--- src/rtl/flow_sfifo.sv ---
// Synchronous valid/ready FIFO with registered occupancy count.
// full/empty come from the count register, so receive_ready never depends on send_ready.
module flow_sfifo #(
  parameter int WIDTH = 16,
  parameter int DEPTH = 4,
  parameter int CW    = $clog2(DEPTH + 1)
) (
  input  logic             clock,
  input  logic             reset,
  input  logic             receive_valid,
  input  logic [WIDTH-1:0] receive_data,
  output logic             receive_ready,
  output logic             send_valid,
  output logic [WIDTH-1:0] send_data,
  input  logic             send_ready,
  output logic [CW-1:0]    count,
  output logic             full,
  output logic             empty
);
  localparam int AW = $clog2(DEPTH);

  logic [WIDTH-1:0] mem [DEPTH];
  logic [AW-1:0]    wr_ptr, rd_ptr;
  logic [CW-1:0]    count_q;
  logic             push, pop;

  assign full          = (count_q == CW'(DEPTH));
  assign empty         = (count_q == '0);
  assign count         = count_q;
  assign receive_ready = !full && !reset;
  assign send_valid    = !empty;
  assign send_data     = mem[rd_ptr];

  // reset is folded into receive_ready; pop gating covers the send side
  assign push = receive_valid && receive_ready;
  assign pop  = send_valid && send_ready && !reset;

  always_ff @(posedge clock) begin
    if (reset) begin
      wr_ptr  <= '0;
      rd_ptr  <= '0;
      count_q <= '0;
    end else begin
      if (push) wr_ptr <= wr_ptr + AW'(1);
      if (pop)  rd_ptr <= rd_ptr + AW'(1);
      case ({push, pop})
        2'b10:   count_q <= count_q + CW'(1);
        2'b01:   count_q <= count_q - CW'(1);
        default: count_q <= count_q;
      endcase
    end
  end

  // storage is intentionally not reset
  always_ff @(posedge clock) begin
    if (push) mem[wr_ptr] <= receive_data;
  end

endmodule

--- config.mk ---
export PLATFORM = sky130hd
export DESIGN_NAME = flow_sfifo
export DESIGN_NICKNAME = d
export VERILOG_FILES = /design/src/rtl/flow_sfifo.sv
export SDC_FILE = /design/constraint.sdc
export NUM_CORES = 1
export LEC_CHECK = 0
export CORE_MARGIN = 1.5
export CORE_UTILIZATION = 57
export DETAILED_ROUTE_END_ITERATION = 8
export GPL_ROUTABILITY_DRIVEN = 0
export PLACE_DENSITY = 0.84
export SLEW_MARGIN = 10
export SYNTH_ARGS = -nofsm -noshare
export SYNTH_HDL_FRONTEND = slang
export SYNTH_SLANG_ARGS = --single-unit
--- constraint.sdc ---
create_clock -name clock -period 5.3 [get_ports clock]
set_input_delay 1.06 -clock clock [delete_from_list [all_inputs] [get_ports clock]]
set_output_delay 1.06 -clock clock [all_outputs]
set_load 0.02 [all_outputs]
==> impl_metrics.tcl, run 1 <==
set metrics [dict create \
    antenna_cells 0 \
    syn2layout_area_growth_pct 22.8 \
    drv.max_cap_violation_count 0 \
    yosysWarningCount 0 \
    drt_iter0_drc 125 \
    synthesized_flop_and_latch_total 73 \
    cts_num_sinks 73 \
    finalClockSkew_ps 8.61 \
    vias_in_the_first_global_route 1420 \
    clock.fmax_mhz 279 \
    post_cts_resize_count 0 \
    post_synthesis_async_set_or_reset_flop_share_pct 0 \
    yosysUniqueCellTypes 23 \
    full_die_area_sq_um 5470 \
    p_int_uw 960 \
    layout-drive-gt1-share_pct 13.2 \
    total_leakage_power_uw 0.00118 \
    whs_endpoint "wr_ptr[0]$_SDFFE_PP0P_" \
    number_of_flops_mapped_to_enable_cells_by_yosys 64 \
    timing.setup.critical_path_class "reg -> out" \
    io_buffer_count 42 \
    max_slew_violation_count 0 \
    synth_area_per_cell_sq_um 21.1 \
    timing.hold.worst.start "wr_ptr[0]$_SDFFE_PP0P_" \
    timing.critical_path.to_type "output pin" \
    detailroute.via_count 1395 \
    drt_pass1_iterations 4 \
    cts_hold_buf 0 \
    worst_skew_pair.late_latency_ps 340 \
    worstPathArrival_ps 2520 \
    reg2reg_depth 9 \
    regToRegEndpoint "count[2]$_SDFFE_PP0P_" \
    tns_ps 0 \
    r2r-start "count[2]$_SDFFE_PP0P_" \
    crit_fanout 16 \
    initial_utilization_pct 60.0 \
    synth_sequential_area_ratio_pct 73.2 \
    synth_cells 136 \
    largest_net_degree_at_the_start_of_global_routing 17 \
    layout.filler_cells 302 \
    grt_remaining_overflow 0 \
    num_rows 25 \
    min_delay_path_depth 1 \
    final.min_clock_period_ps 3580 \
    clkSlewWorstSetupHoldPaths_ps 70 \
    postCtsSetupRepairBufs 0 \
    grt_first_pass_wirelength_microns 7070 \
    rsz0062_at_grt "no" \
    cts_root_buffer "clkbuf_8" \
    final.period_utilization_pct 67.5 \
    max-clock-path-buffers 2 \
    detail_route.drc_violations 0 \
    core_area_sq_um 4790 \
    setup_violating_endpoint_count_in_the_final_report 0 \
    wl_microns 4690 \
    share_comb_of_total_power_pct 14.0 \
    routed_via_density 5.45 \
    worst_vdd_drop_v 0.000286 \
    tritoncts "built" \
    cts_max_level 3 \
    post-place-ws_ps 1740 \
    synth_top_flop_cell "edfxtp_1" \
    ant_nets 0 \
    syn_nets 162 \
    startpoint_type "flip-flop" \
    cp_data_required_time_ps 4240 \
    run_status "complete, no violations" \
    die_height_microns 74.0 \
    reg2reg_slack_ps 3090 \
    area.sequential_sq_um 2100 \
    power.density_cell_area_nw_per_um2 356 \
    place_hpwl_microns 3030 \
    avgRoutedWirePerCell_microns 18.3 \
    gr-usage-all-layers_pct 18.9 \
    numCtsBuffers 9 \
    leading_cell_types_in_the_layout_fill_and_taps_excluded "64 x edfxtp_1, 42 x clkdlybuf4s50_1, 14 x mux4_1" \
    fin_ws_ps 1720 \
    boundaryPins 43 \
    layout.cells.most_common "edfxtp_1" \
    max-slew-margin-rel_pct 40.5 \
    synth_area_sq_um 2870 \
    p_sw_share_pct 23.5 \
    hold_path.class "reg -> reg" \
    die_width_microns 74.0 \
    worstMarginPinSlew_ps 892 \
    finalHoldViolations 0 \
    initial_antenna_violation_count 0 \
    power_frac_clock_pct 32.4 \
    p_sw_uw 295 \
    multi_input_area_sq_um 708 \
    p_total_uw 1260 \
    seq_power_share_pct 53.6 \
    final_nets 210 \
]
==> cells in the mapped netlist, drive strengths merged, types with 2 or more instances <==
cell type	count	share of area, %
edfxtp	64	67
mux4	16	14
dfxtp	9	6.3
nor2	9	1.2
inv	7	0.92
ha	5	2.2
and2	4	1.0
xor2	4	1.2
buf	3	0.96
a21oi	2	0.35
clkbuf	2	0.26
nor3b	2	1.3
or3	2	0.48
==> per-layer routing <==
metal  track usage, %  routed length (microns)  up-vias  part of all wire (%)
li1                 -                        -      647                     -
met1             21.8                     1900      704                    40
met2             32.3                     2530       37                    54
met3             5.42                      180        7                   3.8
met4             9.26                       82        0                   1.7
met5                0                        0        -                     0
==> worst max-delay path by stage <==
| stage | to | depth (start not counted) |
|---|---|---|
| floorplan | receive_ready | 2 |
| global route | send_data[14] | 2 |
| CTS | send_data[14] | 2 |
| detailed placement | receive_ready | 3 |
| finish | send_data[14] | 2 |
| global placement | receive_ready | 3 |
==> worst max-delay path, stage by stage (launching register included) <==
cell	delay, ps
dfxtp_1	910
mux4_1	680
clkdlybuf4s50_1	580
==> stage by stage <==
stage / cell area, sq um / util, % / hold WS [ps] / cells
after floorplan: 2870 / - / 475 / 136
after global placement: 3340 / 69.8 / 500 / 240
after detailed placement: 3340 / 69.8 / 526 / 240
final: 3530 / 73.7 / 544 / 256
after CTS: 3530 / 73.7 / 545 / 256
after global routing: 3530 / 73.7 / 574 / 256
==> registers in the layout, indices dropped and copies added (netlist names), named ones only <==
| signal | count |
|---|---|
| wr_ptr | 2 |
| mem | 64 |
| rd_ptr | 2 |
| count | 3 |
==> power groups by stage <==
stage                     Sequential (uW)  Combinational, uW  Clock, uW
after floorplan                       675                108          0
after global placement                684                171          0
after detailed placement              687                177          0
after CTS                             674                178        417
after global routing                  676                188        436
final                                 673                176        407
==> cell families after synthesis <==
| group | synth area share [%] |
|---|---|
| DFF | 73.2 |
| muxes | 15.3 |
| AOI/OAI and AO/OA | 1.09 |
| adders and majority gates | 2.88 |
| xor gates and xnor gates | 1.22 |
| buffers and inverters | 2.14 |
| and+or+nand+nor | 4.23 |
==> layout make-up <==
cell class / instances / share of cell area [%]
clock buffers: 10 / 3.62
well taps: 67 / 2.38
multi-input cells: 51 / 20.1
flip-flops and latches: 73 / 59.6
clock inverters: 6 / 1.67
inverters: 7 / 0.745
repair buffers: 42 / 11.9
Power figures use the tool's default switching activity.
==> inputs of run 2 (changes only) <==
Settings changed: CORE_UTILIZATION 57 to 53, PLACE_DENSITY 0.84 to 0.79.
Clock period 5.3 ns to 3.4 ns, I/O delays scaled along.
==> run 2 against run 1 <==
Sequential power is 53% higher. Clock-buffer cell count is 1 lower. Die area is 7.2% higher. Combinational power is 66% higher. Register-to-register slack worse by 2000 ps. Critical path depth is 1 higher. Hold slack worse by 12 ps. Sequential cell count stayed put. Critical path type is now in -> out. Highest routed layer unchanged.
==> impl_metrics.tcl, run 2 (same netlist as run 1, synthesis figures left out) <==
set metrics [dict create \
    run_status "complete, no violations" \
    cts_num_sinks 73 \
    tritoncts "built" \
    num_rows 26 \
    largest_net_degree_at_the_start_of_global_routing 17 \
    detailroute.via_count 1380 \
    finalClockSkew_ps 6.85 \
    critPathTopFamily "buffers and inverters" \
    worst_skew_pair.late_latency_ps 340 \
    avgRoutedWirePerCell_microns 17.6 \
    postCtsSetupRepairBufs 0 \
    total_leakage_power_uw 0.00119 \
    drt_iter0_drc 78 \
    routed_via_density 5.31 \
    worst_vdd_drop_v 0.000323 \
    post_dp_area_sq_um 3350 \
    timing.critical_path.to_type "output pin" \
    rsz0062_at_grt "no" \
    max-clock-path-buffers 2 \
    tns_ps 0 \
    grt_first_pass_wirelength_microns 7090 \
    cts_root_buffer "clkbuf_8" \
    numCtsBuffers 9 \
    power.density_cell_area_nw_per_um2 571 \
    cts_max_level 3 \
    cpPeakStageDelay_ps 630 \
    max_slew_violation_count 0 \
    worstMarginPinSlew_ps 664 \
    leading_cell_types_in_the_layout_fill_and_taps_excluded "64 x edfxtp_1, 42 x clkdlybuf4s50_1, 14 x mux4_1" \
    final_design_area_excluding_fillers_sq_um 3560 \
    timing.critical_path.cells "clkdlybuf4s50_1, nor2_1, clkdlybuf4s50_1" \
    reg_with_most_ffs "mem" \
    cp_data_required_time_ps 2720 \
    largest_register_ff_count 64 \
    final_nets 211 \
    die_width_microns 76.6 \
    finalHoldViolations 0 \
    core_area_sq_um 5170 \
    initial_utilization_pct 55.5 \
    timing.setup.critical_path_class "in -> out" \
    drt_pass1_iterations 4 \
    cp_common_cell "clkdlybuf4s50_1" \
    grt_remaining_overflow 0 \
    startpoint_type "primary input" \
    vias_in_the_first_global_route 1436 \
    syn2layout_area_growth_pct 24.0 \
    detail_route.drc_violations 0 \
    drv.max_cap_violation_count 0 \
    clock.fmax_mhz 354 \
    final.period_utilization_pct 83.0 \
    post_cts_resize_count 0 \
    place_hpwl_microns 2910 \
    die_height_microns 76.6 \
    cts_hold_buf 0 \
    io_buffer_count 42 \
    setup_violating_endpoint_count_in_the_final_report 0 \
    worstPathArrival_ps 2140 \
    full_die_area_sq_um 5870 \
    hold_path.class "reg -> reg" \
    buf_inv_on_cp 2 \
    cpMaxStageDelayCell "clkdlybuf4s50_1" \
    clkSlewWorstSetupHoldPaths_ps 70 \
    wl_microns 4580 \
    boundaryPins 43 \
    ant_nets 0 \
    gr-usage-all-layers_pct 17.2 \
    antenna_cells 0 \
    crit_fanout 11 \
    finish.cell_count_without_fillers 260 \
    final.min_clock_period_ps 2820 \
    layout-drive-gt1-share_pct 13.2 \
    max-slew-margin-rel_pct 55.7 \
    initial_antenna_violation_count 0 \
    layout.cells.most_common "edfxtp_1" \
    place.detailed.instances 244 \
]
==> run 2: cell type report <==
| cell class | count | area [sq um] |
|---|---|---|
| Inverter | 7 | 26.3 |
| Tap cell | 70 | 87.6 |
| Clock inverter | 7 | 85.1 |
| Clock buffer | 9 | 124 |
| Sequential cell | 73 | 2100 |
| Timing Repair Buffer | 43 | 428 |
| Fill cell | 329 | 1610 |
| Multi-Input combinational cell | 51 | 708 |
==> run 2: worst reg2reg max path, stage by stage (launching register included) <==
cell,delay [ps]
dfxtp_1,430
nor3b_4,310
nor3b_4,110
inv_1,90
ha_1,180
inv_1,60
fa_1,380
xor2_1,160
or3_1,320
a21oi_1,170
==> run 2: metrics by stage <==
stage | hold slack, ps | utilization, % | setup slack, ps | total power, uW
final | 532 | 68.8 | 577 | 2030
after global routing | 569 | 68.8 | 524 | 2100
after CTS | 543 | 68.8 | 580 | 2050
after detailed placement | 527 | 64.8 | 449 | 1350
after global placement | 500 | 64.8 | 580 | 1340
after floorplan | 475 | - | 1100 | 1220
==> run 2: layer usage <==
| layer | share of wire, % | vias to the layer above | GRT usage, % | routed length, microns |
|---|---|---|---|---|
| li1 | - | 646 | - | - |
| met1 | 40 | 687 | 18.4 | 1820 |
| met2 | 54 | 36 | 30.4 | 2470 |
| met3 | 3.9 | 11 | 4.55 | 177 |
| met4 | 2.6 | 0 | 10.6 | 119 |
| met5 | 0 | - | 0 | 0 |
==> run 2: final timing paths <==
kind	startpoint	endpoint	cells past startpoint	slack (ps)
worst max-delay path	reset	receive_ready	3	580
worst min-delay path	wr_ptr[0]$_SDFFE_PP0P_	wr_ptr[0]$_SDFFE_PP0P_	1	530
worst max register to register	count[2]$_SDFFE_PP0P_	count[2]$_SDFFE_PP0P_	9	1110
worst min register to register	wr_ptr[0]$_SDFFE_PP0P_	wr_ptr[0]$_SDFFE_PP0P_	1	530
==> run 2: where the power goes <==
group	switching (uW)	internal, uW	leakage [uW]
clock network	300	405	0.000104
registers	20.8	1010	0.000655
logic	142	151	0.000431
total	463	1570	0.00119
